**src/rtl/hazard_unit.sv**
```systemverilog
// Pipeline control for a 5-stage core: latch enables, bubbles, squashes and halt,
// with one-shot cache hit capture and stall/flush statistics.
module hazard_unit #(
  parameter int REGADDR_W = 5,
  parameter int CNT_W     = 32
) (
  input  logic                 CLK,
  input  logic                 nRST,
  input  logic                 ihit,
  input  logic                 dhit,
  input  logic                 dmemREN_MEM,
  input  logic                 dmemWEN_MEM,
  input  logic [REGADDR_W-1:0] rs1_ID,
  input  logic [REGADDR_W-1:0] rs2_ID,
  input  logic                 uses_rs1_ID,
  input  logic                 uses_rs2_ID,
  input  logic                 MemRd_EX,
  input  logic [REGADDR_W-1:0] wsel_EX,
  input  logic                 redirect_EX,
  input  logic                 halt_WB,
  output logic                 pc_en,
  output logic                 en_IFID,
  output logic                 en_IDEX,
  output logic                 en_EXMEM,
  output logic                 en_MEMWB,
  output logic                 flush_IFID,
  output logic                 flush_IDEX,
  output logic                 dmem_req,
  output logic                 halted,
  output logic [CNT_W-1:0]     stall_cycles,
  output logic [CNT_W-1:0]     flush_count
);

  typedef enum logic {RUN = 1'b0, HALTED = 1'b1} state_t;

  state_t           state_reg, state_next;
  logic             fetch_done_reg;
  logic             dmem_done_reg;
  logic [CNT_W-1:0] stall_cycles_reg;
  logic [CNT_W-1:0] flush_count_reg;

  logic mem_req, ifetch_ok, dmem_ok, advance, lduse;

  assign mem_req   = dmemREN_MEM | dmemWEN_MEM;
  assign ifetch_ok = ihit | fetch_done_reg;
  assign dmem_ok   = !mem_req | dhit | dmem_done_reg;
  assign advance   = (state_reg == RUN) & ifetch_ok & dmem_ok;
  assign lduse     = MemRd_EX && (wsel_EX != '0) &&
                     ((uses_rs1_ID && (wsel_EX == rs1_ID)) ||
                      (uses_rs2_ID && (wsel_EX == rs2_ID)));

  always_ff @(posedge CLK or negedge nRST) begin
    if (!nRST) state_reg <= RUN;
    else       state_reg <= state_next;
  end

  // HALTED is terminal until reset.
  always_comb begin
    state_next = state_reg;
    if (state_reg == RUN && advance && halt_WB) state_next = HALTED;
  end

  always_comb begin
    pc_en      = 1'b0;
    en_IFID    = 1'b0;
    en_IDEX    = 1'b0;
    en_EXMEM   = 1'b0;
    en_MEMWB   = 1'b0;
    flush_IFID = 1'b0;
    flush_IDEX = 1'b0;
    halted     = 1'b0;
    dmem_req   = 1'b0;
    if (state_reg == HALTED) begin
      halted = 1'b1;
    end else begin
      dmem_req = mem_req & !dmem_done_reg;
      if (advance) begin
        en_IDEX  = 1'b1;
        en_EXMEM = 1'b1;
        en_MEMWB = 1'b1;
        if (halt_WB) begin
          pc_en   = 1'b1;
          en_IFID = 1'b1;
        end else if (redirect_EX) begin
          // The ID instruction is wrong-path, so squash it instead of stalling on it.
          pc_en      = 1'b1;
          en_IFID    = 1'b1;
          flush_IFID = 1'b1;
          flush_IDEX = 1'b1;
        end else if (lduse) begin
          flush_IDEX = 1'b1;
        end else begin
          pc_en   = 1'b1;
          en_IFID = 1'b1;
        end
      end
    end
  end

  // Hits that arrive while the other side still waits are held until the pipeline moves.
  always_ff @(posedge CLK or negedge nRST) begin
    if (!nRST) begin
      fetch_done_reg <= 1'b0;
      dmem_done_reg  <= 1'b0;
    end else if (advance) begin
      fetch_done_reg <= 1'b0;
      dmem_done_reg  <= 1'b0;
    end else begin
      if (ihit && state_reg == RUN) fetch_done_reg <= 1'b1;
      if (dhit)                     dmem_done_reg  <= 1'b1;
    end
  end

  always_ff @(posedge CLK or negedge nRST) begin
    if (!nRST) begin
      stall_cycles_reg <= '0;
      flush_count_reg  <= '0;
    end else if (state_reg == RUN) begin
      if (!pc_en)
        stall_cycles_reg <= stall_cycles_reg + CNT_W'(1);
      if (advance && redirect_EX && !halt_WB)
        flush_count_reg <= flush_count_reg + CNT_W'(1);
    end
  end

  assign stall_cycles = stall_cycles_reg;
  assign flush_count  = flush_count_reg;

endmodule

```
**config.mk**
```make
export PLATFORM = sky130hd
export DESIGN_NAME = hazard_unit
export DESIGN_NICKNAME = d
export VERILOG_FILES = /design/src/rtl/hazard_unit.sv
export SDC_FILE = /design/constraint.sdc
export NUM_CORES = 1
export LEC_CHECK = 0
export BUFFER_PORTS_ARGS = -buffer_cell sky130_fd_sc_hd__buf_2
export CAP_MARGIN = 20
export CORE_MARGIN = 5
export CORE_UTILIZATION = 55
export CTS_CLUSTER_SIZE = 30
export DETAILED_ROUTE_END_ITERATION = 7
export PLACE_DENSITY_LB_ADDON = 0.25
export REMOVE_ABC_BUFFERS = 1
export SLEW_MARGIN = 20
export SYNTH_ARGS = -nofsm -noshare
export SYNTH_HDL_FRONTEND = slang
export SYNTH_SLANG_ARGS = --single-unit
```
**constraint.sdc**
```tcl
create_clock -name CLK -period 3.9 [get_ports CLK]
set_input_delay 0.39 -clock CLK [delete_from_list [all_inputs] [get_ports CLK]]
set_output_delay 0.39 -clock CLK [all_outputs]
set_load 0.02 [all_outputs]
```
==> reports/metrics.yaml <==
worst_setup_path:
  critical_path_arrival_ns: 1.98
  crit_path_top_delay_cell: "dfrtp_1"
  critPathMaxFanout: 8
  crit_type: "reg2out"
  endpoint_kind: "output pin"
  path_cells: "o21ba_4 -> o31ai_4 -> nor4b_4 -> buf_2"
  crit_required_ns: 3.51
  start_kind: "flip-flop"
  max_stage_delay_ns: 0.50
global_routing:
  grt_max_degree: 36
  grt_use_total_pct: 20.5
  grt_overflow: 0
  antenna_found_initial: 0
  grt_pass1_vias: 2504
  grt_pass1_wl_mm: 12.1
sta:
  fmax_ghz: 0.422
  clock_skew_ns: 0.0106
  worst_pin_slew_ns: 0.705
  slew_headroom_pct: 53.0
  hold_ws_ns: 0.0960
  rsz0062_at_grt: "false"
  finalHoldViolCount: 0
  setup_viol_count_final: 0
  drv_slew: 0
  finalCritPeriodShare_pct: 60.8
  min_period_ns: 2.37
  timing.setup.tns_ns: 0
logic_synthesis:
  syn_inst: 297
  synth-async-reset-ratio_pct: 100
  yosysSeqAreaShare_pct: 50.9
  synth-seq-cells: 67
  synth_area_mm2: 0.00330
  yosysUniqueCellTypes: 42
  yosys_warnings: 0
  avgSynthCellArea_um2: 11.1
  ys.flop_type: "dfrtp_1"
  synth-edff-count: 0
die:
  io_pins: 99
  core_area_mm2: 0.00589
  start_util_pct: 56.0
  dieArea_mm2: 0.00764
  die_h_um: 87.4
  die_x_um: 87.4
  fp-row-count: 28
place:
  gp_congestion: 0.757
  dp_hpwl_mm: 5.45
  portBuffers: 98
clock_tree:
  post-cts-setup-buffer-count: 0
  clock-sinks: 67
  cts_resized: 0
  clk_pin_slew_ns: 0.07
  tritoncts: "yes"
  cts_buffer_depth: 2
  clk_latency_ns: 0.34
  cts_max_level: 3
  numCtsBuffers: 9
  cts.root.buffer_cell: "clkbuf_8"
  holdBufCountCts: 0
pwr:
  p_per_area_mw_per_mm2: 327
  leakage_nw: 1.99
  peakVddDrop_mv: 0.191
cells_and_area:
  multiInputGateArea_mm2: 0.00154
  layout_commonest_cell: "buf_2"
  drive_gt1_share_pct: 31.7
  antenna_cells: 0
  fin_nets: 427
  seqCellArea_mm2: 0.00168
  n_fill_cell: 458
  final_cell_mix: "98 x buf_2, 67 x dfrtp_1, 48 x xnor2_1"
  syn2layout_area_growth_pct: 21.8
job:
  drv_cap: 0
drt:
  route.detailed.drc: 0
  via_count: 2582
  drt_iter0_markers: 87
  routed_wl_mm: 7.26
  vias_per_cell: 5.39
  wl_per_cell_um: 15.2
  drtPass1Iterations: 4
  drt.antenna.violating_nets: 0
status:
  status: "finished clean"
hold_path:
  holdCritPathClass: "in2async"
## logic make-up (layout without fill, tap and decap cells)
kind of cell               count (synthesis)  in the layout  synth area share, %
muxes                                      2              2                0.797
adders and majority gates                  2              2                0.759
AOI/OAI and AO/OA                          9              9                 3.07
buffers and inverters                     14            121                 2.35
DFF                                       67             67                 50.9
xor gates and xnor gates                  72             72                 19.1
and+or+nand+nor                          131            131                 23.0
## routing by layer
layer | share of wire (%) | track usage (%) | wire, µm | up-vias
li1 | - | - | - | 1247
met1 | 44 | 26.9 | 3220 | 1251
met2 | 48 | 32.8 | 3450 | 75
met3 | 6.8 | 6.34 | 492 | 9
met4 | 1.3 | 6.14 | 95 | 0
met5 | 0 | 0 | 0 | -
## worst max-delay path, delay by kind of cell (launching register included)
| family | cells | cell delay (ns) |
|---|---|---|
| flops | 1 | 0.50 |
| buf+inv | 1 | 0.25 |
| simple gates | 1 | 0.49 |
| compound gates | 2 | 0.40 |
## Yosys cell counts (all sizes together), types with 2 or more instances
cell type | number | area (µm²)
buf | 6 | 43.8
nand4 | 14 | 87.6
and4 | 10 | 90.1
nor4 | 6 | 37.5
ha | 2 | 25.0
and3 | 12 | 75.1
clkbuf | 2 | 8.75
mux2 | 2 | 26.3
nand2b | 2 | 12.5
a21oi | 2 | 10.0
inv | 6 | 25.0
o21ai | 2 | 13.8
dfrtp | 67 | 1680
or4 | 2 | 15.0
nand3 | 24 | 125
nor4b | 3 | 41.3
nor3 | 12 | 60.1
xor2 | 24 | 210
and2 | 6 | 37.5
nor2 | 12 | 47.6
nand2 | 24 | 90.1
xnor2 | 48 | 420
## worst paths after layout
kind | start | to | slack (ns) | depth (start not counted)
min reg2reg | flush_count[31] | flush_count[31] | 0.46 | 1
max in group asynchronous | nRST | flush_count[28] | 2.89 | 2
max reg2reg | state_reg | stall_cycles[27] | 1.78 | 6
min | nRST | stall_cycles[10] | 0.1 | 1
min in group CLK | dhit | dmem_done_reg | 0.34 | 3
max | state_reg | flush_IFID | 1.53 | 4
## stage by stage
| step | power (mW) | instances | instance area [µm²] | setup slack [ns] | utilization [%] |
|---|---|---|---|---|---|
| after floorplan | 0.764 | 289 | 3240 | 1.81 | - |
| after global placement | 0.810 | 463 | 3840 | 1.63 | 65.2 |
| after detailed placement | 0.813 | 463 | 3840 | 1.60 | 65.2 |
| after CTS | 1.33 | 479 | 4020 | 1.51 | 68.2 |
| after global routing | 1.37 | 479 | 4020 | 1.41 | 68.2 |
| final | 1.31 | 479 | 4020 | 1.53 | 68.2 |
## where the power goes
group | switching [mW] | internal (mW) | total [mW]
clock network | 0.253 | 0.263 | 0.517
logic | 0.0491 | 0.0314 | 0.0805
registers | 0.0122 | 0.705 | 0.717
total | 0.315 | 1.00 | 1.31
## layout make-up
type | instances | area share [%]
clock buffer | 12 | 3.86
clock inverter | 4 | 0.623
inverter | 6 | 0.623
sequential | 67 | 41.7
timing repair buffer | 99 | 12.4
multi-input combinational | 216 | 38.4
tap | 75 | 2.34
No activity file was read; power rests on OpenSTA's default activity.
